--- config.mk ---
export PLATFORM = sky130hd
export DESIGN_NAME = time_display_scan_flat
export DESIGN_NICKNAME = d
export VERILOG_FILES = /design/src/rtl/time_disp_pkg.sv /design/src/rtl/time_display_scan_if.sv /design/src/rtl/bin2bcd_99.sv /design/src/rtl/time_display_scan.sv /design/src/flat_wrapper.sv
export SDC_FILE = /design/constraint.sdc
export NUM_CORES = 1
export LEC_CHECK = 0
export BUFFER_PORTS_ARGS = -buffer_cell sky130_fd_sc_hd__buf_2
export CORE_UTILIZATION = 60
export DETAILED_ROUTE_END_ITERATION = 12
export PLACE_DENSITY = 0.8
export SKIP_LAST_GASP = 1
export SYNTH_ARGS = -nofsm -noshare
export SYNTH_HDL_FRONTEND = slang
export SYNTH_HIERARCHICAL = 1
export SYNTH_SLANG_ARGS = --single-unit
--- constraint.sdc ---
create_clock -name clk -period 6.9 [get_ports clk]
set_input_delay 1.38 -clock clk [delete_from_list [all_inputs] [get_ports clk]]
set_output_delay 1.38 -clock clk [all_outputs]
set_load 0.02 [all_outputs]
--- src/rtl/time_disp_pkg.sv ---
// Shared constants for the time display scanner: segment codes, scan states
// and the digit index map.
package time_disp_pkg;

  typedef enum logic [1:0] {
    LOAD  = 2'd0,
    BLANK = 2'd1,
    DRIVE = 2'd2
  } state_e;

  // Active-low a..g codes, seg[6:0].
  localparam logic [6:0] SEG_0     = 7'h40;
  localparam logic [6:0] SEG_1     = 7'h79;
  localparam logic [6:0] SEG_2     = 7'h24;
  localparam logic [6:0] SEG_3     = 7'h30;
  localparam logic [6:0] SEG_4     = 7'h19;
  localparam logic [6:0] SEG_5     = 7'h12;
  localparam logic [6:0] SEG_6     = 7'h02;
  localparam logic [6:0] SEG_7     = 7'h78;
  localparam logic [6:0] SEG_8     = 7'h00;
  localparam logic [6:0] SEG_9     = 7'h10;
  localparam logic [6:0] SEG_DASH  = 7'h3F;
  localparam logic [6:0] SEG_BLANK = 7'h7F;

  localparam logic [2:0] IDX_SS_ONES  = 3'd0;
  localparam logic [2:0] IDX_SS_TENS  = 3'd1;
  localparam logic [2:0] IDX_SEC_ONES = 3'd2;
  localparam logic [2:0] IDX_SEC_TENS = 3'd3;
  localparam logic [2:0] IDX_MIN_ONES = 3'd4;
  localparam logic [2:0] IDX_MIN_TENS = 3'd5;
  localparam logic [2:0] IDX_HR_ONES  = 3'd6;
  localparam logic [2:0] IDX_HR_TENS  = 3'd7;

  function automatic logic [6:0] seg_code(input logic [3:0] d);
    logic [6:0] code;
    case (d)
      4'd0:    code = SEG_0;
      4'd1:    code = SEG_1;
      4'd2:    code = SEG_2;
      4'd3:    code = SEG_3;
      4'd4:    code = SEG_4;
      4'd5:    code = SEG_5;
      4'd6:    code = SEG_6;
      4'd7:    code = SEG_7;
      4'd8:    code = SEG_8;
      4'd9:    code = SEG_9;
      default: code = SEG_BLANK;
    endcase
    return code;
  endfunction

  // An out-of-range field shows a dash instead of a digit.
  function automatic logic [6:0] digit_seg(input logic ovf, input logic [3:0] d);
    return ovf ? SEG_DASH : seg_code(d);
  endfunction

endpackage

--- src/rtl/time_display_scan_if.sv ---
// Time value bus from the time register into the display scanner.
// Level signals, no handshake: the consumer samples them once per frame.
interface time_display_scan_if;
  logic [13:0] hr_in;
  logic [13:0] min_in;
  logic [13:0] sec_in;
  logic [13:0] small_sec_in;
  logic        setting_enable;
  logic        set_hr_or_min;

  modport master (
    output hr_in, min_in, sec_in, small_sec_in, setting_enable, set_hr_or_min
  );

  modport slave (
    input hr_in, min_in, sec_in, small_sec_in, setting_enable, set_hr_or_min
  );
endinterface

--- src/rtl/bin2bcd_99.sv ---
// Splits a binary field into two decimal digits; values above 99 flag overflow.
module bin2bcd_99 (
  input  logic [13:0] value,
  output logic [3:0]  tens,
  output logic [3:0]  ones,
  output logic        overflow
);

  logic [6:0] v;

  assign overflow = (value > 14'd99);
  assign v        = overflow ? 7'd0 : value[6:0];
  assign tens     = 4'(v / 7'd10);
  assign ones     = 4'(v % 7'd10);

endmodule

--- src/rtl/time_display_scan.sv ---
// 8-digit multiplexed common-anode display driver with per-frame snapshot,
// anti-ghost blanking between digits and blinking of the field being set.
module time_display_scan
  import time_disp_pkg::*;
#(
  parameter int unsigned SCAN_DIV     = 50000,
  parameter int unsigned BLANK_CYC    = 500,
  parameter int unsigned BLINK_FRAMES = 62
) (
  input  logic                  clk,
  input  logic                  reset,
  time_display_scan_if.slave    tif,
  output logic [7:0]            digit_sel,
  output logic [7:0]            seg,
  output logic                  frame_done,
  output state_e                state_dbg
);

  localparam int unsigned CNT_MAX = (SCAN_DIV > BLANK_CYC) ? SCAN_DIV : BLANK_CYC;
  localparam int unsigned CNT_W   = $clog2(CNT_MAX + 1);
  localparam int unsigned BLK_W   = $clog2(BLINK_FRAMES + 1);

  state_e             state_q, state_d;
  logic [2:0]         idx_q, idx_d;
  logic [CNT_W-1:0]   cnt_q, cnt_d;
  logic [BLK_W-1:0]   blink_cnt_q, blink_cnt_d;
  logic               blink_phase_q, blink_phase_d;
  logic [13:0]        hr_q, hr_d, min_q, min_d, sec_q, sec_d, ss_q, ss_d;
  logic               set_en_q, set_en_d, set_sel_q, set_sel_d;
  logic [7:0]         digit_sel_q, digit_sel_d, seg_q, seg_d;
  logic               frame_done_q, frame_done_d;

  logic [3:0] hr_t, hr_o, min_t, min_o, sec_t, sec_o, ss_t, ss_o;
  logic       hr_ovf, min_ovf, sec_ovf, ss_ovf;

  bin2bcd_99 u_hr  (.value(hr_q),  .tens(hr_t),  .ones(hr_o),  .overflow(hr_ovf));
  bin2bcd_99 u_min (.value(min_q), .tens(min_t), .ones(min_o), .overflow(min_ovf));
  bin2bcd_99 u_sec (.value(sec_q), .tens(sec_t), .ones(sec_o), .overflow(sec_ovf));
  bin2bcd_99 u_ss  (.value(ss_q),  .tens(ss_t),  .ones(ss_o),  .overflow(ss_ovf));

  always_comb begin
    state_d       = state_q;
    idx_d         = idx_q;
    cnt_d         = cnt_q;
    blink_cnt_d   = blink_cnt_q;
    blink_phase_d = blink_phase_q;
    hr_d          = hr_q;
    min_d         = min_q;
    sec_d         = sec_q;
    ss_d          = ss_q;
    set_en_d      = set_en_q;
    set_sel_d     = set_sel_q;
    case (state_q)
      LOAD: begin
        hr_d      = tif.hr_in;
        min_d     = tif.min_in;
        sec_d     = tif.sec_in;
        ss_d      = tif.small_sec_in;
        set_en_d  = tif.setting_enable;
        set_sel_d = tif.set_hr_or_min;
        // Counter holds LOADs seen since the last toggle; this LOAD is the next one.
        if (blink_cnt_q == BLK_W'(BLINK_FRAMES)) begin
          blink_phase_d = ~blink_phase_q;
          blink_cnt_d   = BLK_W'(1);
        end else begin
          blink_cnt_d   = blink_cnt_q + BLK_W'(1);
        end
        idx_d   = IDX_SS_ONES;
        cnt_d   = '0;
        state_d = BLANK;
      end
      BLANK: begin
        if (cnt_q == CNT_W'(BLANK_CYC - 1)) begin
          cnt_d   = '0;
          state_d = DRIVE;
        end else begin
          cnt_d = cnt_q + CNT_W'(1);
        end
      end
      DRIVE: begin
        if (cnt_q == CNT_W'(SCAN_DIV - 1)) begin
          cnt_d = '0;
          if (idx_q == IDX_HR_TENS) begin
            state_d = LOAD;
          end else begin
            idx_d   = idx_q + 3'd1;
            state_d = BLANK;
          end
        end else begin
          cnt_d = cnt_q + CNT_W'(1);
        end
      end
      default: state_d = LOAD;
    endcase
  end

  logic [6:0] digit_code;
  logic       dp_n;
  logic       field_blank;

  always_comb begin
    digit_code   = SEG_BLANK;
    dp_n         = 1'b1;
    field_blank  = 1'b0;
    digit_sel_d  = 8'hFF;
    seg_d        = 8'hFF;
    frame_done_d = 1'b0;
    case (idx_q)
      IDX_SS_ONES:  digit_code = digit_seg(ss_ovf, ss_o);
      IDX_SS_TENS:  digit_code = digit_seg(ss_ovf, ss_t);
      IDX_SEC_ONES: digit_code = digit_seg(sec_ovf, sec_o);
      IDX_SEC_TENS: digit_code = digit_seg(sec_ovf, sec_t);
      IDX_MIN_ONES: digit_code = digit_seg(min_ovf, min_o);
      IDX_MIN_TENS: digit_code = digit_seg(min_ovf, min_t);
      IDX_HR_ONES:  digit_code = digit_seg(hr_ovf, hr_o);
      default:      digit_code = digit_seg(hr_ovf, hr_t);
    endcase
    dp_n = !((idx_q == IDX_SEC_ONES) || (idx_q == IDX_MIN_ONES) || (idx_q == IDX_HR_ONES));
    if (set_en_q && blink_phase_q) begin
      field_blank = set_sel_q ? ((idx_q == IDX_MIN_ONES) || (idx_q == IDX_MIN_TENS))
                              : ((idx_q == IDX_HR_ONES)  || (idx_q == IDX_HR_TENS));
    end
    case (state_q)
      LOAD:  frame_done_d = 1'b1;
      DRIVE: begin
        digit_sel_d = ~(8'h01 << idx_q);
        seg_d       = field_blank ? {1'b1, SEG_BLANK} : {dp_n, digit_code};
      end
      default: ;
    endcase
  end

  always_ff @(posedge clk or negedge reset) begin
    if (!reset) begin
      state_q       <= LOAD;
      idx_q         <= '0;
      cnt_q         <= '0;
      blink_cnt_q   <= '0;
      blink_phase_q <= 1'b0;
      hr_q          <= '0;
      min_q         <= '0;
      sec_q         <= '0;
      ss_q          <= '0;
      set_en_q      <= 1'b0;
      set_sel_q     <= 1'b0;
      digit_sel_q   <= 8'hFF;
      seg_q         <= 8'hFF;
      frame_done_q  <= 1'b0;
    end else begin
      state_q       <= state_d;
      idx_q         <= idx_d;
      cnt_q         <= cnt_d;
      blink_cnt_q   <= blink_cnt_d;
      blink_phase_q <= blink_phase_d;
      hr_q          <= hr_d;
      min_q         <= min_d;
      sec_q         <= sec_d;
      ss_q          <= ss_d;
      set_en_q      <= set_en_d;
      set_sel_q     <= set_sel_d;
      digit_sel_q   <= digit_sel_d;
      seg_q         <= seg_d;
      frame_done_q  <= frame_done_d;
    end
  end

  assign digit_sel  = digit_sel_q;
  assign seg        = seg_q;
  assign frame_done = frame_done_q;
  assign state_dbg  = state_q;

endmodule

--- src/flat_wrapper.sv ---
// flat-port wrapper written by rule: the top's interface ports become plain ports
module time_display_scan_flat import time_disp_pkg::*;
#(
  parameter int unsigned SCAN_DIV     = 50000,
  parameter int unsigned BLANK_CYC    = 500,
  parameter int unsigned BLINK_FRAMES = 62
)
  (clk, reset, digit_sel, seg, frame_done, state_dbg, tif_hr_in, tif_min_in, tif_sec_in, tif_small_sec_in, tif_setting_enable, tif_set_hr_or_min);
  time_display_scan_if tif_i ();
  input  logic clk;
  input  logic reset;
  output logic [7:0] digit_sel;
  output logic [7:0] seg;
  output logic frame_done;
  output state_e state_dbg;
  input wire logic [$bits(tif_i.hr_in)-1:0] tif_hr_in;
  input wire logic [$bits(tif_i.min_in)-1:0] tif_min_in;
  input wire logic [$bits(tif_i.sec_in)-1:0] tif_sec_in;
  input wire logic [$bits(tif_i.small_sec_in)-1:0] tif_small_sec_in;
  input wire logic [$bits(tif_i.setting_enable)-1:0] tif_setting_enable;
  input wire logic [$bits(tif_i.set_hr_or_min)-1:0] tif_set_hr_or_min;
  assign tif_i.hr_in = tif_hr_in;
  assign tif_i.min_in = tif_min_in;
  assign tif_i.sec_in = tif_sec_in;
  assign tif_i.small_sec_in = tif_small_sec_in;
  assign tif_i.setting_enable = tif_setting_enable;
  assign tif_i.set_hr_or_min = tif_set_hr_or_min;
  time_display_scan #(.SCAN_DIV(SCAN_DIV), .BLANK_CYC(BLANK_CYC), .BLINK_FRAMES(BLINK_FRAMES)) u_core (.clk(clk), .reset(reset), .tif(tif_i), .digit_sel(digit_sel), .seg(seg), .frame_done(frame_done), .state_dbg(state_dbg));
endmodule
### Word level (Yosys, flattened, before mapping)

Memory sizes are Yosys's and may differ from the RTL's.
Index checks and enable logic that the tools add are counted.

* bitwise gates (word level): 2
* muxes and demuxes: 30
* reduce and logical (&&, ||, !) cells: 13
* add/sub/neg operators: 3
* divide/modulo/power cells: 8
* shift-type cells: 1
* equality and inequality tests: 15
* $lt $le $gt $ge: 4

Operator list (count)
* $mux W7: 12
* $gt A14 B7 Y1 const B: 4
* $pmux W7 S7: 1
* $pmux W16 S3: 1
* $mux W16: 2
* $div A7 B4 Y7 const B: 4
* $mod A7 B4 Y7 const B: 4
* $mux W8: 3
* $add A16 B1 Y16 const B: 1
* $eq A16 B16 Y1 const B: 1
* $eq A16 B9 Y1 const B: 1
* $eq A3 B3 Y1 const B: 4
* $not A8 Y8: 1
* $shl A1 B3 Y8 const A: 1
* $add A6 B1 Y6 const B: 1
* $eq A3 B2 Y1 const B: 2
* $eq A6 B6 Y1 const B: 1
* $mux W3: 2
* $mux W6: 1
* $pmux W2 S3: 1
* $pmux W3 S2: 1
* $logic_or A1 B1 Y1: 4
* $mux W1: 4
* $mux W2: 2
* other kinds (15): 17

* ROM bits: 896
* memories: 8
* output and inout bits: 19
* flip-flop bits (word level): 103
* bits of input ports: 60
* word-level logic and storage cells: 98

Memories
* (name not given): words 16, width 7, read ports 1, clocked after memory_dff 0, wr ports 0, RTL line time_disp_pkg.sv:36 `case (d)`
* (name not given): words 16, width 7, read ports 1, clocked after memory_dff 0, wr ports 0, RTL line time_disp_pkg.sv:36
* (name not given): words 16, width 7, read ports 1, clocked after memory_dff 0, wr ports 0, RTL line time_disp_pkg.sv:36
* (name not given): words 16, width 7, read ports 1, clocked after memory_dff 0, wr ports 0, RTL line time_disp_pkg.sv:36
* (name not given): words 16, width 7, read ports 1, clocked after memory_dff 0, wr ports 0, RTL line time_disp_pkg.sv:36
* (name not given): words 16, width 7, read ports 1, clocked after memory_dff 0, wr ports 0, RTL line time_disp_pkg.sv:36
* 2 more memories

### Longest topological paths before layout

Gate-level depths: netlist of the first run.
An unclocked memory read counts as a cell.

* depth after elaboration: 8
* depth in mapped cells: 29
* mapped depth without buffers: 27

### Hierarchy

The synthesis of the first run kept the hierarchy.

By module, submodules not included
* time_display_scan: sequential area each 2597.5 um^2, area an instance 6367.4 um^2, times used 1, cells an instance 633
* bin2bcd_99 at u_core.u_hr ...: sequential area each 0.0 um^2, area an instance 580.6 um^2, times used 3, cells an instance 76
* bin2bcd_99 at u_core.u_ss: sequential area each 0.0 um^2, area an instance 578.1 um^2, times used 1, cells an instance 79

### Least setup slack after synthesis of the first run

No wires, ideal clock.

* kind: register -> register
* start: register u_core.sec_q[3]
* end: register u_core.seg_q[3] (netlist: u_core/seg[3])
* setup slack: 1.008 ns
* clock period less this slack: 5.892 ns
* setup time: 0.092 ns
* arrival: 5.800 ns
* data required time: 6.808 ns
* stages on the path, launching flop included: 28
* buffers on the path: 2
* cells stage by stage: dfrtp_1 -> buf_6 -> o311ai_2 -> and3_4 -> buf_4 -> nand2_1 -> ha_1 -> o21ai_2 -> xnor2_2 -> nand2_1 -> ha_1 -> a21o_2 -> a221o_1 -> o22a_1 -> o21ai_1 -> xor2_1 -> ha_1 -> a21oi_1 -> a221oi_2 -> o21a_1 -> xor2_1 -> inv_1 -> ha_1 -> nor2b_1 -> a2111oi_0 -> a311oi_1 -> a311oi_1 -> nand4_1

* cells in the longest elaborated chain, start to end: 8
* elaborated cells on any way between the ends: 11
* those cells by class: div (2); order compare (1); mux (6); memory (2)

Ends and longest elaborated chain
* start, declared: RTL line time_display_scan.sv:28 `logic [13:0] hr_q, hr_d, min_q, min_d, sec_q, sec_d, ss_q, ss_d;`
* start signal, assigned: RTL line time_display_scan.sv:142 `sec_q <= '0;`
* start signal, assigned: RTL line time_display_scan.sv:157 `sec_q <= sec_d;`
* $gt A14 B7 Y1: RTL line bin2bcd_99.sv:11 `assign overflow = (value > 14'd99);`
* $mux W7 *: RTL line bin2bcd_99.sv:12 `assign v = overflow ? 7'd0 : value[6:0];`
* $div A7 B4 Y7 *: RTL line bin2bcd_99.sv:13 `assign tens = 4'(v / 7'd10);`
* net u_core.sec_t[1]: RTL line time_display_scan.sv:33 `logic [3:0] hr_t, hr_o, min_t, min_o, sec_t, sec_o, ss_t, ss_o;`
* $mem_v2 Z16 W7 *
* $mux W7 *: RTL line time_disp_pkg.sv:54 `return ovf ? SEG_DASH : seg_code(d);`
* $pmux W7 S7 *: RTL line time_display_scan.sv:108 `case (idx_q)`
* $mux W8 *: RTL line time_display_scan.sv:127 `seg_d = field_blank ? {1'b1, SEG_BLANK} : {dp_n, digit_code};`
* $mux W8 *: RTL line time_display_scan.sv:123 `case (state_q)`
* net u_core.seg_d[3]: RTL line time_display_scan.sv:30 `logic [7:0] digit_sel_q, digit_sel_d, seg_q, seg_d;`
* end signal, assigned: RTL line time_display_scan.sv:162 `seg_q <= seg_d;`
* end, declared: RTL line time_display_scan.sv:30

Mark *: on every way through the listed nets, which the timed path passes. The rest lies on a longest branch.
A chain may end at the register's enable or synchronous reset.

### Worst setup path after layout of the first run

* start: register u_core.hr_q[3]
* end: register u_core.seg_q[3] (netlist: u_core/seg[3])

* cells in the longest elaborated chain, start to end: 8
* elaborated cells on any way between the ends: 11
* those cells by class: div (2); order compare (1); mux (6); memory (2)

Ends and longest elaborated chain
* start, declared: RTL line time_display_scan.sv:28
* start signal, assigned: RTL line time_display_scan.sv:155 `hr_q <= hr_d;`
* $gt A14 B7 Y1: RTL line bin2bcd_99.sv:11
* $mux W7 *: RTL line bin2bcd_99.sv:12
* $div A7 B4 Y7 *: RTL line bin2bcd_99.sv:13
* net u_core.hr_t[1]: RTL line time_display_scan.sv:33
* $mem_v2 Z16 W7 *
* $mux W7 *: RTL line time_disp_pkg.sv:54
* $pmux W7 S7 *: RTL line time_display_scan.sv:108
* $mux W8 *: RTL line time_display_scan.sv:127
* $mux W8 *: RTL line time_display_scan.sv:123
* net u_core.seg_d[3]: RTL line time_display_scan.sv:30

Marks and branches as above.

==> impl_metrics.env, run 1 <==
export IMPL_status="complete, no violations"
export IMPL_p_leak_nw=3.900
export IMPL_synth_seq_area_share=0.2990
export IMPL_synth_most_common_cell="dfrtp_1"
export IMPL_syn_nets=1065
export IMPL_n_antenna_cell=0
export IMPL_fp_dieW_um=122.3
export IMPL_cts_root_buf="clkbuf_16"
export IMPL_slew_limit_headroom=0.3642
export IMPL_crit_type="register to register"
export IMPL_synth_top_area_frac=0.2506
export IMPL_postSynthAreaPerCell_um2=9.242
export IMPL_peakVddDrop_uv=117.4
export IMPL_dieArea_um2=14960
export IMPL_ios=79
export IMPL_grt_antenna_before_repair=0
export IMPL_die_h_um=122.3
export IMPL_rsz0062_at_grt="yes"
export IMPL_fin_area_um2=9455
export IMPL_grt_use_total=0.2713
export IMPL_hold_violations=0
export IMPL_crit_arrival_ps=6760
export IMPL_grt_overflow_total=0
export IMPL_grt_pass1_vias=6751
export IMPL_synth_cells=940
export IMPL_synth_edf_count=0
export IMPL_cts_tree="built"
export IMPL_maxCapViolations=0
export IMPL_routed_via_count=7239
export IMPL_placed_cell_area_um2=9117
export IMPL_reg2reg_depth=25
export IMPL_dp_hpwl_mm=13.97
export IMPL_min_period_over_period=0.9409
export IMPL_crit_path_end_kind="register"
export IMPL_cts_buffers=9
export IMPL_whs_ps=504.4
export IMPL_synth_cell_types=91
export IMPL_detail_route_antenna_nets=0
export IMPL_htreeDepth=3
export IMPL_first_pass_iters=5
export IMPL_syn2layout_area_growth_pct=8.843
export IMPL_finClkSkew_ps=9.165
export IMPL_clkLatencyLatePin_ps=360
export IMPL_post_drt_via_cell_ratio=6.161
export IMPL_drive_gt1_frac=0.2513
export IMPL_synthTopCellsByCount="87 x dfrtp_1, 78 x nand2_1, 65 x ha_1, 62 x mux2_2, 57 x nor2_1"
export IMPL_finalMaxSlewViolations=0
export IMPL_rows=43
export IMPL_start_util=0.6210
export IMPL_ys_warn_count=6
export IMPL_post_layout_nonfiller_instances=1175
export IMPL_core_area_um2=13990
export IMPL_synthFlopType="dfrtp_1"
export IMPL_nets=1115
export IMPL_period_needed_ps=6492
export IMPL_postSynthRegisterBits=103
export IMPL_cts_sinks=103
export IMPL_min_delay_path_depth=1
export IMPL_synthTopCellsByArea="dfrtp_1 25%, ha_1 9.4%, mux2_2 8.0%"
export IMPL_worstSetupStartpointType="register"
export IMPL_routed_wl_mm=19.14
export IMPL_dpl_cell_count=1159
export IMPL_grt_pass1_wl_mm=32.57
export IMPL_cp_max_fo=13
export IMPL_cts_clk_slew_worst_paths_ps=80
export IMPL_port_buffers=78
export IMPL_wl_per_cell_um=16.29
export IMPL_synth_async_reset_ratio=1.000
export IMPL_post_route_util=0.6759
export IMPL_drt_iter0_drc=620
export IMPL_cts_max_path_buffers=2
export IMPL_worst_ep_required_time_ps=7160
export IMPL_fmax_ghz=0.1540
export IMPL_worst_pin_slew_ps=945.0
export IMPL_min_path_type="register to register"
export IMPL_grt_max_degree=67
export IMPL_setup_viol=0
export IMPL_postCtsSetupBuffers=0
export IMPL_syn_area_um2=8687
export IMPL_place_congestion=0.8566
export IMPL_drc=0
export IMPL_p_per_area_nw_per_um2=138.6
export IMPL_yosysTopAreaCell="dfrtp_1"
placed cells by master, fill, tap and decap left out, drive strengths merged, types with 7 or more instances in the layout:
| master | count |
|---|---|
| dfrtp | 87 |
| buf | 84 |
| nand2 | 81 |
| ha | 65 |
| mux2 | 62 |
| nor2 | 57 |
| inv | 53 |
| a21oi | 48 |
| o21ai | 46 |
| nand2b | 25 |
| and2 | 22 |
| nor3 | 19 |
| nand3 | 18 |
| nor2b | 16 |
| dfstp | 16 |
| o211ai | 15 |
| xor2 | 15 |
| mux2i | 14 |
| nand4 | 13 |
| xnor2 | 13 |
| o311ai | 12 |
| a21o | 11 |
| nand4b | 10 |
| clkbuf | 10 |
| o31ai | 10 |
| o21bai | 9 |
| and3 | 9 |
| or3 | 8 |
| nor3b | 8 |
| a211oi | 8 |
| o221ai | 7 |
| o21a | 7 |
| a31oi | 7 |
| o211a | 7 |
| nor4 | 7 |
per-stage QoR:
step	TNS, ps	power (mW)	setup WS [ps]
after global placement	0	0.7631	424.3
after floorplan	0	0.7231	1008
after global routing	-241.9	1.361	-97.86
after CTS	0	1.324	225.0
after detailed placement	0	0.7668	283.3
final	0	1.310	407.5
repair_timing:
action | in CTS | in global routing
hold buffers | 0 | 0
endpoints found under the hold margin | 0 | 0
endpoints found under the setup margin | 0 | 5
resized for setup | 0 | 4
final cells by class:
class,count,area (um2)
fill,1144,4533
inverter,53,201.4
timing repair buffer,84,437.9
multi-input combinational,739,5669
sequential,103,2597
clock buffer,10,239.0
tap,180,225.2
clock inverter,6,85.08
worst max-delay path: stages (launching register included):
cell and delay, ps:
dfrtp_1 490, o311ai_2 370, and3_4 360, nand2_1 80, ha_1 240, o21ai_2 280, xnor2_2 220, nand2_1 100
ha_1 290, a21o_2 240, a221o_1 340, o22a_1 240, o21ai_1 320, xor2_1 240, ha_1 240, a21oi_1 70
a221oi_2 300, o21a_1 230, xor2_1 400, inv_1 180, ha_1 220, mux2_2 280, nor3_1 130, nor3_1 80
a311oi_1 300, nand4_1 140
kinds of logic after synthesis:
family,count (synthesis),share of synthesized area
AND/OR/NAND/NOR,317,0.2054
AO/OA/AOI/OAI,253,0.2235
flip-flops,103,0.2990
buffers and inverters,98,0.05027
multiplexers,76,0.09650
adder cells (fa/ha/maj),65,0.09362
XOR/XNOR,28,0.03169
final timing paths:
path / from / to / slack (ps)
max: u_core/hr_q[3]$_DFFE_PN0P_ / u_core/seg[3]$_DFF_PN1_ / 410
min: u_core/blink_phase_q$_DFFE_PN0P_ / u_core/blink_phase_q$_DFFE_PN0P_ / 500
max reg2reg: u_core/hr_q[3]$_DFFE_PN0P_ / u_core/seg[3]$_DFF_PN1_ / 410
min reg2reg: u_core/blink_phase_q$_DFFE_PN0P_ / u_core/blink_phase_q$_DFFE_PN0P_ / 500
max in group asynchronous: reset / u_core/sec_q[10]$_DFFE_PN0P_ / 4700
min in group asynchronous: reset / u_core/ss_q[1]$_DFFE_PN0P_ / 990
power by group:
part           switching [mW]  total, mW  internal (mW)  leakage, nW
Clock                   0.253      0.554          0.301        0.156
Sequential             0.0252      0.646          0.621         1.23
Combinational          0.0575      0.110         0.0522         2.52
Total                   0.336       1.31          0.974         3.90
sequential cells by signal (all words and copies together), names as in the netlist:
| signal | cells |
|---|---|
| u_core/frame_done | 1 |
| u_core/seg | 8 |
| u_core/set_en_q | 1 |
| u_core/state_dbg | 2 |
| u_core/ss_q | 14 |
| u_core/sec_q | 14 |
| u_core/digit_sel | 8 |
| u_core/blink_cnt_q | 6 |
| u_core/cnt_q | 16 |
| u_core/hr_q | 14 |
| u_core/set_sel_q | 1 |
| u_core/min_q | 14 |
| u_core/idx_q | 3 |
| u_core/blink_phase_q | 1 |
routing by layer:
| layer | track usage | vias up | wire [um] | share of wire |
|---|---|---|---|---|
| li1 | - | 3569 | - | - |
| met1 | 0.3698 | 3443 | 8834 | 0.46 |
| met2 | 0.4477 | 200 | 9174 | 0.48 |
| met3 | 0.03996 | 27 | 863 | 0.045 |
| met4 | 0.07393 | 0 | 265 | 0.014 |
| met5 | 0 | - | 0 | 0 |
(Power assumes the default switching activity.)
==> run 2, diff against run 1 <==
--- a/config.mk
+++ b/config.mk
@@ -6,9 +6,11 @@
 export NUM_CORES = 1
 export LEC_CHECK = 0
 export BUFFER_PORTS_ARGS = -buffer_cell sky130_fd_sc_hd__buf_2
-export CORE_UTILIZATION = 60
+export CORE_ASPECT_RATIO = 0.8
+export CORE_UTILIZATION = 48
 export DETAILED_ROUTE_END_ITERATION = 12
-export PLACE_DENSITY = 0.8
+export PLACE_DENSITY = 0.67
+export SETUP_SLACK_MARGIN = 0.4
 export SKIP_LAST_GASP = 1
 export SYNTH_ARGS = -nofsm -noshare
 export SYNTH_HDL_FRONTEND = slang
==> impl_metrics.env, run 2 (same netlist as run 1, synthesis figures left out) <==
export IMPL_routed_wl_mm=20.13
export IMPL_whs_ps=504.1
export IMPL_status="complete, no violations"
export IMPL_post_drt_via_cell_ratio=5.978
export IMPL_fin_tns_setup_ps=0
export IMPL_min_path_type="register to register"
export IMPL_cts_buffers=9
export IMPL_final_common_cell="dfrtp_1"
export IMPL_endpoint="u_core/seg[1]$_DFF_PN1_"
export IMPL_grt_use_total=0.2223
export IMPL_wl_per_cell_um=16.38
export IMPL_min_period_over_period=0.8964
export IMPL_crit_chain="o311ai_2 > and3_4 > nand2_1 > ha_1 > o21ai_4 > xnor2_4 > nand2_1 > ha_1 > a21o_2 > a221o_1 > o22a_1 > o21ai_4 > xor2_1 > ha_1 > a21oi_1 > a221oi_2 > o21a_2 > xor2_2 > inv_1 > ha_1 > a21oi_1 > nor2_1 > or3_1 > a311o_1"
export IMPL_grt_pass1_vias=6651
export IMPL_cts_max_path_buffers=2
export IMPL_r2r_setup_slack_ps=710
export IMPL_cts_sinks=103
export IMPL_core_area_um2=17540
export IMPL_reg2reg_depth=24
export IMPL_cts_root_buf="clkbuf_16"
export IMPL_detail_route_antenna_nets=0
export IMPL_rsz0062_at_grt="yes"
export IMPL_p_leak_nw=3.944
export IMPL_placed_cell_area_um2=9204
export IMPL_cts_tree="built"
export IMPL_worstSetupStartpointType="register"
export IMPL_finalMaxSlewViolations=0
export IMPL_start_util=0.4953
export IMPL_peakVddDrop_uv=113.1
export IMPL_min_delay_path_depth=1
export IMPL_post_layout_nonfiller_instances=1229
export IMPL_crit_top_cell="ha_1"
export IMPL_worst_pin_slew_ps=971.9
export IMPL_cts_clk_slew_worst_paths_ps=80
export IMPL_crit_arrival_ps=6470
export IMPL_largest_reg_flops=16
export IMPL_htreeDepth=3
export IMPL_die_h_um=122.3
export IMPL_ios=79
export IMPL_first_pass_iters=7
export IMPL_cts_hold_buf=0
export IMPL_total_power_mw=1.298
export IMPL_cp_max_fo=13
export IMPL_maxCapViolations=0
export IMPL_routed_via_count=7347
export IMPL_n_fill_cell=1625
export IMPL_fin_area_um2=9702
export IMPL_dieArea_um2=18640
export IMPL_critPathSlowestCell="dfrtp_1"
export IMPL_setup_viol=0
export IMPL_dp_hpwl_mm=14.80
export IMPL_top_register="u_core/cnt_q"
export IMPL_period_needed_ps=6185
export IMPL_grt_pass1_wl_mm=33.64
export IMPL_place_congestion=0.9004
export IMPL_nets=1124
export IMPL_grt_antenna_before_repair=0
export IMPL_crit_path_end_kind="register"
export IMPL_fmax_ghz=0.1617
export IMPL_fp_dieW_um=152.4
export IMPL_critPathLaunch="u_core/hr_q[4]$_DFFE_PN0P_"
export IMPL_slowest_delay_ps=510
export IMPL_drive_gt1_frac=0.2699
export IMPL_syn2layout_area_growth_pct=11.68
export IMPL_grt_max_degree=58
export IMPL_grt_overflow_total=0
export IMPL_drt_iter0_drc=477
export IMPL_r2r_start="u_core/hr_q[4]$_DFFE_PN0P_"
export IMPL_crit_type="register to register"
export IMPL_n_antenna_cell=0
export IMPL_slew_limit_headroom=0.3461
export IMPL_finClkSkew_ps=8.387
export IMPL_hold_violations=0
export IMPL_drc=0
export IMPL_final_cell_mix="86 x dfrtp_1, 78 x nand2_1, 77 x buf_2"
export IMPL_port_buffers=78
export IMPL_r2r_end="u_core/seg[1]$_DFF_PN1_"
export IMPL_worst_ep_required_time_ps=7190
export IMPL_clkLatencyLatePin_ps=360
export IMPL_rows=43
export IMPL_dpl_cell_count=1208
export IMPL_p_per_area_nw_per_um2=133.8
==> run 2: where the power goes <==
group	switching (mW)	internal (mW)
combinational	0.0623	0.0566
sequential	0.0241	0.621
clock	0.238	0.295
==> run 2: worst min-delay path by stage <==
stage / start / end / slack [ps]
floorplan: u_core/blink_phase_q$_DFFE_PN0P_ / u_core/blink_phase_q$_DFFE_PN0P_ / 470
global placement: u_core/blink_phase_q$_DFFE_PN0P_ / u_core/blink_phase_q$_DFFE_PN0P_ / 490
detailed placement: u_core/blink_phase_q$_DFFE_PN0P_ / u_core/blink_phase_q$_DFFE_PN0P_ / 490
CTS: u_core/blink_phase_q$_DFFE_PN0P_ / u_core/blink_phase_q$_DFFE_PN0P_ / 500
global route: u_core/blink_phase_q$_DFFE_PN0P_ / u_core/blink_phase_q$_DFFE_PN0P_ / 510
finish: u_core/blink_phase_q$_DFFE_PN0P_ / u_core/blink_phase_q$_DFFE_PN0P_ / 500
==> run 2: cell type report <==
class | count | area, um2 | area share
multi-input combinational | 739 | 5808 | 0.5987
sequential | 103 | 2599 | 0.2679
timing repair buffer | 93 | 505.5 | 0.05210
tap | 225 | 281.5 | 0.02902
clock buffer | 11 | 242.7 | 0.02502
inverter | 53 | 201.4 | 0.02076
clock inverter | 5 | 63.81 | 0.006577
==> run 2: critical path, delay by kind of cell, from the launching register on <==
kind	cells	cell delay, ps
xor+xnor	3	740
fa+ha+maj	4	1130
compound gates	11	2700
flops	1	510
simple gates	5	890
buf+inv	1	140
==> run 2: timing repair <==
item / in CTS / in global routing
hold endpoints to repair: 0 / 0
pin swaps: 0 / 1
resized for setup: 3 / 24
endpoints found under the setup margin: 2 / 7
buffers inserted: 0 / 5
==> run 2: per-layer routing <==
metal	up-vias	GRT usage	part of all wire
li1	3594	-	-
met4	0	0.05997	0.010
met1	3518	0.3272	0.49
met5	-	0	0
met2	222	0.3304	0.43
met3	13	0.04449	0.065
==> run 2: stage by stage <==
step	util	worst slack, ps
3_3_place_gp	0.5248	518.1
4_1_cts	0.5427	446.7
3_5_place_dp	0.5248	331.3
5_1_grt	0.5531	240.9
6_report	0.5531	714.8
2_1_floorplan	-	1008
